### src/rtl/dice_pkg.sv
// Shared types and constants for the dice result stabilizer.
// Holds the FSM state encoding, colour codes and default thresholds.
package dice_pkg;

   typedef enum logic [1:0] {
      S_IDLE    = 2'd0,
      S_TRACK   = 2'd1,
      S_FIRE    = 2'd2,
      S_LOCKOUT = 2'd3
   } state_e;

   localparam logic [1:0] COLOR_NONE = 2'd0;
   localparam logic [1:0] FACE1      = 2'd1;
   localparam logic [1:0] FACE2      = 2'd2;
   localparam logic [1:0] FACE3      = 2'd3;

   localparam int STABLE_FRAMES_DEF = 8;
   localparam int CLEAR_FRAMES_DEF  = 4;

endpackage

### src/rtl/sat_counter.sv
// Saturating up-counter with synchronous clear.
// clr and inc together load the value 1.
module sat_counter #(
   parameter int W   = 4,
   parameter int MAX = 8
) (
   input  logic         clk,
   input  logic         reset,
   input  logic         clr_i,
   input  logic         inc_i,
   output logic [W-1:0] count_o
);

   localparam logic [W-1:0] MAX_V = W'(MAX);
   localparam logic [W-1:0] ONE_V = W'(1);

   logic [W-1:0] count_q;
   logic [W-1:0] count_d;

   always_comb begin
      count_d = count_q;
      if (clr_i) begin
         count_d = inc_i ? ONE_V : '0;
      end else if (inc_i && count_q != MAX_V) begin
         count_d = count_q + ONE_V;
      end
   end

   always_ff @(posedge clk) begin
      if (reset) begin
         count_q <= '0;
      end else begin
         count_q <= count_d;
      end
   end

   assign count_o = count_q;

endmodule

### src/rtl/dice_result_stabilizer.sv
// Accepts a dice roll once the camera reports the same face for enough
// consecutive frames, then locks out until the tray is seen empty.
module dice_result_stabilizer
   import dice_pkg::*;
#(
   parameter int STABLE_FRAMES = STABLE_FRAMES_DEF,
   parameter int CLEAR_FRAMES  = CLEAR_FRAMES_DEF
) (
   input  logic       clk,
   input  logic       reset,
   input  logic       enable,
   input  logic       frame_done,
   input  logic [1:0] color_code,
   output logic       result_ready,
   output logic [1:0] stable_color,
   output logic       locked
);

   localparam int CW = $clog2(STABLE_FRAMES + 1);
   localparam int KW = $clog2(CLEAR_FRAMES + 1);
   localparam logic [CW-1:0] CNT_LAST = CW'(STABLE_FRAMES - 1);
   localparam logic [KW-1:0] CLR_LAST = KW'(CLEAR_FRAMES - 1);

   state_e     state_q;
   state_e     state_d;
   logic [1:0] cand_q;
   logic [1:0] cand_d;
   logic       result_ready_q;
   logic [1:0] stable_color_q;
   logic       locked_q;

   logic          cnt_clr;
   logic          cnt_inc;
   logic [CW-1:0] cnt;
   logic          clr_clr;
   logic          clr_inc;
   logic [KW-1:0] clr_cnt;

   sat_counter #(
      .W   (CW),
      .MAX (STABLE_FRAMES)
   ) u_cnt (
      .clk     (clk),
      .reset   (reset),
      .clr_i   (cnt_clr),
      .inc_i   (cnt_inc),
      .count_o (cnt)
   );

   sat_counter #(
      .W   (KW),
      .MAX (CLEAR_FRAMES)
   ) u_clr_cnt (
      .clk     (clk),
      .reset   (reset),
      .clr_i   (clr_clr),
      .inc_i   (clr_inc),
      .count_o (clr_cnt)
   );

   always_comb begin
      state_d = state_q;
      cand_d  = cand_q;
      cnt_clr = 1'b0;
      cnt_inc = 1'b0;
      clr_clr = 1'b0;
      clr_inc = 1'b0;
      unique case (state_q)
         S_IDLE: begin
            if (frame_done && enable && color_code != COLOR_NONE) begin
               cand_d  = color_code;
               cnt_clr = 1'b1;
               cnt_inc = 1'b1;
               state_d = S_TRACK;
            end
         end
         S_TRACK: begin
            // Dropping enable wins over a frame landing in the same cycle
            if (!enable) begin
               cnt_clr = 1'b1;
               state_d = S_IDLE;
            end else if (frame_done) begin
               if (color_code == COLOR_NONE) begin
                  cnt_clr = 1'b1;
                  state_d = S_IDLE;
               end else if (color_code == cand_q) begin
                  cnt_inc = 1'b1;
                  if (cnt >= CNT_LAST) begin
                     state_d = S_FIRE;
                  end
               end else begin
                  cand_d  = color_code;
                  cnt_clr = 1'b1;
                  cnt_inc = 1'b1;
               end
            end
         end
         S_FIRE: begin
            cnt_clr = 1'b1;
            clr_clr = 1'b1;
            state_d = S_LOCKOUT;
         end
         S_LOCKOUT: begin
            if (frame_done) begin
               if (color_code != COLOR_NONE) begin
                  clr_clr = 1'b1;
               end else if (clr_cnt >= CLR_LAST) begin
                  clr_clr = 1'b1;
                  state_d = S_IDLE;
               end else begin
                  clr_inc = 1'b1;
               end
            end
         end
         default: begin
            state_d = S_IDLE;
         end
      endcase
   end

   // Outputs are registered from the next state so they align with it
   always_ff @(posedge clk) begin
      if (reset) begin
         state_q        <= S_IDLE;
         cand_q         <= '0;
         result_ready_q <= 1'b0;
         stable_color_q <= '0;
         locked_q       <= 1'b0;
      end else begin
         state_q        <= state_d;
         cand_q         <= cand_d;
         result_ready_q <= (state_d == S_FIRE);
         locked_q       <= (state_d == S_LOCKOUT);
         if (state_d == S_FIRE) begin
            stable_color_q <= cand_d;
         end
      end
   end

   assign result_ready = result_ready_q;
   assign stable_color = stable_color_q;
   assign locked       = locked_q;

endmodule
### config.mk
export PLATFORM = sky130hd
export DESIGN_NAME = dice_result_stabilizer
export DESIGN_NICKNAME = d
export VERILOG_FILES = /design/src/rtl/dice_pkg.sv /design/src/rtl/sat_counter.sv /design/src/rtl/dice_result_stabilizer.sv
export SDC_FILE = /design/constraint.sdc
export NUM_CORES = 1
export LEC_CHECK = 0
export BUFFER_PORTS_ARGS = -buffer_cell sky130_fd_sc_hd__buf_2
export CORE_UTILIZATION = 49
export DETAILED_ROUTE_END_ITERATION = 16
export MAX_ROUTING_LAYER = met4
export PLACE_DENSITY = 0.75
export RECOVER_POWER = 100
export SLEW_MARGIN = 15
export SYNTH_ARGS = -nofsm -noshare
export SYNTH_HDL_FRONTEND = slang
export SYNTH_SLANG_ARGS = --single-unit
### constraint.sdc
create_clock -name clk -period 1.34 [get_ports clk]
set_input_delay 0.067 -clock clk [delete_from_list [all_inputs] [get_ports clk]]
set_output_delay 0.067 -clock clk [all_outputs]
set_load 0.02 [all_outputs]
Yosys cells after proc, flatten, opt, wreduce, memory -nomap -nowiden
Index checks and enable logic that the tools add are counted.
Widths: inputs -> output; s select.
{ "word_totals": {"regBits": 15, "input_bits": 6, "output_inout_bits": 4, "word_cells": 68} }
{ "classes": {"add_sub_neg": 2, "magnitude_cmp": 2, "eq_ne": 8, "n_mux": 40, "n_reduce_logical": 9} }
{ "op_table": {"columns": ["op", "n"], "rows": [
  ["$mux 2", 14],
  ["$mux 1", 17],
  ["$eq 2x2->1 const B", 4],
  ["$mux 4", 2],
  ["$pmux 2 s4", 1],
  ["$mux 3", 2],
  ["$reduce_bool 2->1", 3],
  ["$add 4x1->4 const B", 1],
  ["$ge 4x3->1 const B", 1],
  ["$logic_and 1x1->1", 4],
  ["$logic_not 2->1", 2],
  ["$ne 4x4->1 const B", 1],
  ["$pmux 1 s2", 2],
  ["$pmux 2 s2", 1],
  ["$add 3x1->3 const B", 1],
  ["$ge 3x2->1 const B", 1],
  ["$ne 3x3->1 const B", 1],
  ["$pmux 1 s3", 1],
  ["$eq 2x1->1 const B", 1],
  ["$eq 2x2->1", 1]
]} }

Depth between registers and ports, before layout
Gate-level depths: netlist of the first run.
{ "depth": {"depth_word": 8, "ltp_mapped": 6, "mapped_depth_nobuf": 6} }

Hierarchy
Synthesis of the first run repeated with hierarchy kept, for this count alone.
{ "unflattened": {"hier_cells": 93, "hier_area_um2": 815.8} }
{ "by_module_without_submodules": {"columns": ["mod", "instances", "cells_per_inst", "area_per_inst_um2", "seq_area_each_um2"], "rows": [
  ["dice_result_stabilizer", 1, 51, 424.2, 160.2],
  ["sat_counter at u_cnt", 1, 25, 214.0, 80.1],
  ["sat_counter at u_clr_cnt", 1, 17, 177.7, 60.1]
]} }

Worst setup path after synthesis of the first run
No wires, ideal clock.
{ "synth_timing": {"path_type": "reg-to-reg", "from": "reg cand_q[1]", "to": "reg u_cnt.count_q[0] (netlist: u_cnt.count_o[0])", "arrival_ns": 1.198, "required_ns": 1.218, "path_slack_ns": 0.021, "stages_incl_launch_ff": 5, "period_less_slack_ns": 1.319, "path_cell_list": "dfxtp_1 and4bb_2 a311oi_1 o21a_2 o311a_1"} }
{ "synth_between": {"elab_chain_cells": 7, "elab_cells_between_ends": 8, "cone_classes": "eq/ne: 1; mux: 6; reduce/logical: 1"} }
{ "synth_rtl": {"columns": ["element", "line", "rtl"], "rows": [
  ["start, declared", "dice_result_stabilizer.sv:26", "logic [1:0] cand_q;"],
  ["start signal, assigned", "dice_result_stabilizer.sv:131", "cand_q <= cand_d;"],
  ["$eq 2x2->1 *", "dice_result_stabilizer.sv:86", "end else if (color_code == cand_q) begin"],
  ["$mux 1 *", "dice_result_stabilizer.sv:86", null],
  ["$mux 1 *", "dice_result_stabilizer.sv:83", "if (color_code == COLOR_NONE) begin"],
  ["$mux 1 *", "dice_result_stabilizer.sv:82", "end else if (frame_done) begin"],
  ["$mux 1 *", "dice_result_stabilizer.sv:79", "if (!enable) begin"],
  ["$pmux 1 s3 *", "dice_result_stabilizer.sv:68", "unique case (state_q)"],
  ["$mux 4 / $reduce_bool 2->1 (equally long branches)", null, null],
  ["end signal, assigned", "sat_counter.sv:33", "count_q <= count_d;"],
  ["end, declared", "sat_counter.sv:17", "logic [W-1:0] count_q;"]
]} }
Every way passes the cells marked *; elsewhere a longest branch is shown, timed or not.
A chain may end at the register's enable or synchronous reset.

Worst setup path in the final report of the first run
{ "layout_timing": {"from": "reg state_q[1]", "to": "reg u_cnt.count_q[0] (netlist: u_cnt.count_o[0])"} }
{ "layout_between": {"elab_chain_cells": 4, "elab_cells_between_ends": 9, "cone_classes": "eq/ne: 2; mux: 4; reduce/logical: 3"} }
{ "layout_rtl": {"columns": ["element", "line", "rtl"], "rows": [
  ["start, declared", "dice_result_stabilizer.sv:24", "state_e state_q;"],
  ["start signal, assigned", "dice_result_stabilizer.sv:130", "state_q <= state_d;"],
  ["$eq 2x1->1 / $logic_not 2->1 (equally long branches)", "dice_result_stabilizer.sv:68", null],
  ["$pmux 1 s2", "dice_result_stabilizer.sv:68", null],
  ["$mux 1 / $logic_and 1x1->1 (equally long branches)", "sat_counter.sv:23, sat_counter.sv:24", null],
  ["$mux 4 / $reduce_bool 2->1 (equally long branches)", null, null]
]} }
Parallel ways exist; a longest one is shown, timed or not.

==> flow_summary.json, run 1 <==
{
  "status": "finished, violations left",
  "violations": "setup timing",
  "drt_wl_total_um": 2018,
  "wire_per_inst_um": 15.40,
  "setup_violations": 7,
  "dieHeight_um": 42.99,
  "first_global_vias": 753,
  "power_density_nw_per_um2": 785.4,
  "leakage_nw": 0.4161,
  "comb_power_share_pct": 14.6,
  "first_pass_iters": 4,
  "cp_max_fo": 6,
  "synthTopCellsByArea": "dfxtp_1 (36%), ha_1 (7.6%), nor2_1 (4.1%)",
  "synth_mux_area_share_pct": 2.432,
  "synth.avg_cell_area_um2": 8.853,
  "cp.arrival_ns": 1.64,
  "r2r_start": "state_q[1]$_SDFF_PP0_",
  "yosys.area.top_type_share_pct": 36.47,
  "synth_simple_gate_area_share_pct": 23.71,
  "synthFlopType": "dfxtp_1",
  "ff2ff_setup_slack_ns": -0.05,
  "synth_seq_area_share_pct": 36.47,
  "drive_gt1_share_pct": 40.87,
  "slew_headroom_pct": 73.52,
  "grt_max_degree": 13,
  "fin_crit_sh_pct": 104.0,
  "synth_compound_area_share_pct": 20.82,
  "drv_cap": 0,
  "die_area_um2": 1848,
  "synth_adder_area_share_pct": 7.599,
  "cts.clk_slew.worst_paths_ns": 0.10,
  "synth_top_area_cell": "dfxtp_1",
  "post-dp-hpwl_um": 1321,
  "start_util_pct": 53.41,
  "antenna_found_initial": 0,
  "die_x_um": 42.99,
  "synth_top_family_by_area": "simple AND/OR/NAND/NOR gates",
  "post-route-cell-area_um2": 1101,
  "crit_start": "state_q[1]$_SDFF_PP0_",
  "ys_types": 35,
  "hold_depth": 2,
  "vdd_ir_drop_max_v": 0.0005791,
  "crit_path_start_kind": "register",
  "yosysWarnings": 0,
  "reg2reg_to": "u_cnt.count_o[0]$_SDFFE_PP0P_",
  "core_area_um2": 1541,
  "worstMarginPinSlew_ns": 0.3972,
  "rows": 14,
  "power_switching_w": 0.0002442,
  "hold_violations": 0,
  "synth_commonest_cells": "dfxtp_1 (15), nor2_1 (9), inv_1 (7), a21oi_1 (6), ha_1 (5)",
  "clkPwrFrac_pct": 32.2,
  "synthCells": 93,
  "place_area_um2": 950.9,
  "synth-seq-cells": 15,
  "place_congestion": 0.8692,
  "post-place-ws_ns": -0.07742,
  "layout.nets": 127,
  "reg2regPathDepth": 5,
  "grt_use_total_pct": 24.35,
  "min_period_ns": 1.393,
  "grt_pass1_wl_um": 3208,
  "vias": 779,
  "placement.io_buffers": 9,
  "internal_power_w": 0.0006206,
  "fmax_mhz": 717.6,
  "hp-class": "in2reg",
  "ys_async_sr_fraction_pct": 0,
  "cts_made_buffers": 3,
  "syn2layout_area_growth_pct": 33.74,
  "cts_sinks": 15,
  "syn-num-nets": 104,
  "num_io_pins": 10,
  "ant_nets": 0,
  "grt_overflow_total": 0,
  "fin_skew_ns": 0.003585,
  "drc_errors": 0,
  "critPathKind": "reg2reg",
  "routed_via_density": 5.947,
  "yosysMostFrequentCell": "dfxtp_1",
  "diodes": 0,
  "p_seq_share_pct": 53.1,
  "rsz0062_at_grt": "yes",
  "worstSkewPairLatency_ns": 0.30,
  "netSwitchingFraction_pct": 28.24,
  "setup_tns_ns": -0.1262,
  "crit_path_end_kind": "register",
  "drtIter0Drc": 16,
  "ctsHtreeMaxLevel": 1,
  "clockRootBuffer": "clkbuf_4",
  "synth_area_um2": 823.3,
  "synth_edf_count": 0,
  "cts_buffer_depth": 2,
  "slew_violations": 0,
  "tritoncts": "yes",
  "synth_xor_area_share_pct": 4.255,
  "setup_slack_ns": -0.05346,
  "crit_required_ns": 1.58,
  "endpoint": "u_cnt.count_o[0]$_SDFFE_PP0P_",
  "utilization_pct": 71.43
}
## power by group through the flow
stage / registers (W) / logic [W] / clock network (W)
3_5_place_dp: 0.000470 / 0.000103 / 0
4_1_cts: 0.000461 / 0.000114 / 0.000281
6_report: 0.000460 / 0.000127 / 0.000279
2_1_floorplan: 0.000469 / 0.0000646 / 0
5_1_grt: 0.000460 / 0.000138 / 0.000303
3_3_place_gp: 0.000470 / 0.000100 / 0
## routing by layer
layer | global-route usage, % | share of wire (%) | vias up
met4 | 13.33 | 2.6 | 0
met1 | 28.76 | 43 | 364
met5 | - | 0 | -
li1 | - | - | 384
met2 | 37.88 | 50 | 23
met3 | 5.957 | 4.5 | 8
## sequential cells by signal (all words and copies together) (netlist names)
| name | cells |
|---|---|
| u_cnt.count_o | 4 |
| u_clr_cnt.count_o | 3 |
| cand_q | 2 |
| stable_color | 2 |
| state_q | 2 |
| locked | 1 |
| result_ready | 1 |
## critical path, cell delays in order (launching register included)
cell and delay (ns):
dfxtp_4 0.37, buf_6 0.12, nand3b_1 0.19, or3_4 0.39, o221ai_2 0.08, o311a_1 0.19
## worst min path at each step
stage | slack (ns) | from | to
2_1_floorplan | 0.31 | color_code[1] | cand_q[0]$_SDFF_PP0_
5_1_grt | 0.01 | reset | u_clr_cnt.count_o[1]$_SDFFE_PP0P_
4_1_cts | 0.02 | reset | u_clr_cnt.count_o[0]$_SDFFE_PP0P_
6_report | 0.02 | reset | u_clr_cnt.count_o[0]$_SDFFE_PP0P_
3_5_place_dp | 0.35 | reset | u_clr_cnt.count_o[2]$_SDFFE_PP0P_
3_3_place_gp | 0.33 | reset | u_clr_cnt.count_o[2]$_SDFFE_PP0P_
## kinds of logic (layout without fill, tap and decap cells)
family,Yosys count,count (layout)
adders and majority gates,5,5
AOI/OAI and AO/OA,24,24
xor gates and xnor gates,4,4
DFF,15,15
buffers and inverters,10,32
muxes,2,2
and+or+nand+nor,33,33
## layout by cell type (no fill, tap or decap), drive strengths merged, types with 2 or more instances in the layout
cell	count
and4bb	2
nand2	3
nand3b	3
clkbuf	7
dfxtp	15
a22oi	2
nor3	4
or3	2
nand3	3
buf	17
a311oi	3
mux2i	2
o21ai	4
a21oi	6
ha	5
nor2	9
a21boi	2
xnor2	3
inv	7
## layout make-up
class	instances	area, µm²
Multi-Input combinational cell	68	581.8
Fill cell	130	440.4
Sequential cell	15	311.5
Timing Repair Buffer	21	133.9
Inverter	7	26.28
Clock buffer	3	22.52
Tap cell	16	20.02
Clock inverter	1	5.005
## per-stage QoR
stage / power [W] / hold slack (ns) / instances
finish: 0.0008648 / 0.01505 / 131
global route: 0.0009008 / 0.01398 / 131
CTS: 0.0008566 / 0.02230 / 130
detailed placement: 0.0005733 / 0.3456 / 125
global placement: 0.0005705 / 0.3323 / 125
floorplan: 0.0005338 / 0.3051 / 93
## repair_timing
item | CTS | global route
setup endpoints to repair | 10 | 8
gates resized for setup | 8 | 20
pin swaps | 8 | 11
buffers inserted | 1 | 1
hold buffers | 0 | 0
No activity file was read; power rests on OpenSTA's default activity.
==> run 2: changes to the inputs <==
--- a/config.mk
+++ b/config.mk
@@ -6,6 +6,7 @@
 export NUM_CORES = 1
 export LEC_CHECK = 0
 export BUFFER_PORTS_ARGS = -buffer_cell sky130_fd_sc_hd__buf_2
+export CORE_MARGIN = 2
 export CORE_UTILIZATION = 49
 export DETAILED_ROUTE_END_ITERATION = 16
 export MAX_ROUTING_LAYER = met4
==> flow_summary.json, run 2 (synthesis results as in run 1) <==
{
  "status": "finished, violations left",
  "violations": "setup timing",
  "layout_common_cells": "buf_4 (10), nor2_1 (9), dfxtp_1 (8), inv_1 (7), buf_2 (5)",
  "rows": 14,
  "routed_via_density": 5.870,
  "drtIter0Drc": 8,
  "tritoncts": "yes",
  "drt_wl_total_um": 1959,
  "utilization_pct": 74.76,
  "fin_skew_ns": 0.01042,
  "fin_crit_sh_pct": 102.6,
  "wire_per_inst_um": 14.95,
  "setup_tns_ns": -0.04166,
  "cp.arrival_ns": 1.56,
  "grt_use_total_pct": 21.06,
  "n_fill_cell": 119,
  "dieHeight_um": 44.99,
  "internal_power_w": 0.0006287,
  "grt_max_degree": 16,
  "clockRootBuffer": "clkbuf_4",
  "power_density_nw_per_um2": 752.3,
  "drive_gt1_share_pct": 43.48,
  "cts_made_buffers": 3,
  "regArea_um2": 316.6,
  "ctsHtreeMaxLevel": 1,
  "die_area_um2": 2024,
  "max_stage_delay_ns": 0.39,
  "r2r_start": "cand_q[0]$_SDFF_PP0_",
  "first_global_vias": 692,
  "power_switching_w": 0.0002382,
  "use_met3_pct": 6.400,
  "slew_headroom_pct": 75.29,
  "grt_busiest_layer": "met2",
  "crit_path_end_kind": "register",
  "endpoint": "u_cnt.count_o[0]$_SDFFE_PP0P_",
  "vias": 769,
  "use_met2_pct": 32.29,
  "post-place-ws_ns": -0.06778,
  "reg2regPathDepth": 4,
  "fmax_mhz": 727.4,
  "crit_path_start_kind": "register",
  "diodes": 0,
  "die_x_um": 44.99,
  "holdBufCountCts": 0,
  "setup_slack_ns": -0.03483,
  "slowest_stage": "dfxtp_4",
  "worstMarginPinSlew_ns": 0.3694,
  "drv_cap": 0,
  "post-dp-hpwl_um": 1259,
  "hold_depth": 4,
  "multi_input_area_um2": 624.3,
  "final_common_cell": "buf_4",
  "post-route-cell-area_um2": 1152,
  "cts_buffer_depth": 2,
  "antenna_found_initial": 0,
  "slew_violations": 0,
  "clkPwrFrac_pct": 30.9,
  "rsz0062_at_grt": "yes",
  "num_io_pins": 10,
  "drc_errors": 0,
  "crit_start": "cand_q[0]$_SDFF_PP0_",
  "netSwitchingFraction_pct": 27.48,
  "ff2ff_setup_slack_ns": -0.03,
  "reg2reg_to": "u_cnt.count_o[0]$_SDFFE_PP0P_",
  "comb_power_share_pct": 16.2,
  "syn2layout_area_growth_pct": 39.97,
  "use_met1_pct": 26.30,
  "core_area_um2": 1541,
  "placement.io_buffers": 9,
  "grt_overflow_total": 0,
  "vdd_ir_drop_max_v": 0.0005419,
  "place_area_um2": 958.4,
  "hold_violations": 0,
  "layout.nets": 127,
  "first_pass_iters": 3,
  "p_seq_share_pct": 52.9,
  "grt_pass1_wl_um": 2987,
  "min_period_ns": 1.375,
  "critPathKind": "reg2reg",
  "cp_max_fo": 3,
  "start_util_pct": 53.41,
  "place_congestion": 0.8816,
  "path_cells": "and4bb_2 -> a311oi_4 -> o21a_2 -> o311a_1",
  "worstSkewPairLatency_ns": 0.30,
  "crit_required_ns": 1.52,
  "ant_nets": 0,
  "setup_violations": 3,
  "cts_sinks": 15,
  "largest_register_ffs": 4,
  "leakage_nw": 0.4263,
  "cts.clk_slew.worst_paths_ns": 0.10,
  "hp-class": "in2reg"
}
[run 2: through the flow]
step	hold WS, ns	power (W)	instances
2_1_floorplan	0.3051	0.0005338	93
3_3_place_gp	0.4822	0.0005750	126
3_5_place_dp	0.4854	0.0005759	126
4_1_cts	0.1774	0.0008473	131
5_1_grt	0.1710	0.0009063	131
6_report	0.1589	0.0008669	131
[run 2: final cells by class]
cell class / count / area share [%]
Multi-Input combinational cell: 68 / 54.18
Sequential cell: 15 / 27.47
Timing Repair Buffer: 21 / 11.94
Inverter: 7 / 2.280
Clock buffer: 3 / 1.954
Tap cell: 16 / 1.737
Clock inverter: 1 / 0.4343
[run 2: how the worst min path moves through the flow]
| stage | start | to | slack, ns |
|---|---|---|---|
| finish | color_code[1] | cand_q[0]$_SDFF_PP0_ | 0.16 |
| global route | reset | state_q[1]$_SDFF_PP0_ | 0.17 |
| CTS | reset | state_q[1]$_SDFF_PP0_ | 0.18 |
| detailed placement | result_ready$_SDFF_PP0_ | result_ready | 0.49 |
| global placement | result_ready$_SDFF_PP0_ | result_ready | 0.48 |
| floorplan | color_code[1] | cand_q[0]$_SDFF_PP0_ | 0.31 |
[run 2: layer usage]
layer	vias to the layer above	wire [µm]
met5	-	0
met4	0	40
met3	5	70
met2	11	985
met1	364	862
li1	389	-
[run 2: power groups by stage]
stage	Sequential, W	Combinational [W]	Clock (W)
final	0.000459	0.000141	0.000268
after global routing	0.000460	0.000152	0.000294
after CTS	0.000461	0.000117	0.000270
after detailed placement	0.000470	0.000106	0
after global placement	0.000470	0.000105	0
after floorplan	0.000469	0.0000646	0
[run 2: critical path, delay by kind of cell (launching register included)]
family	cells	cell delay, ns
simple gates	1	0.27
compound gates	3	0.60
flops	1	0.39
[run 2: repair_timing]
| action | CTS | global route |
|---|---|---|
| gates resized for setup | 8 | 31 |
| setup buffers | 1 | 0 |
| setup endpoints to repair | 9 | 11 |
| pin swaps | 5 | 9 |
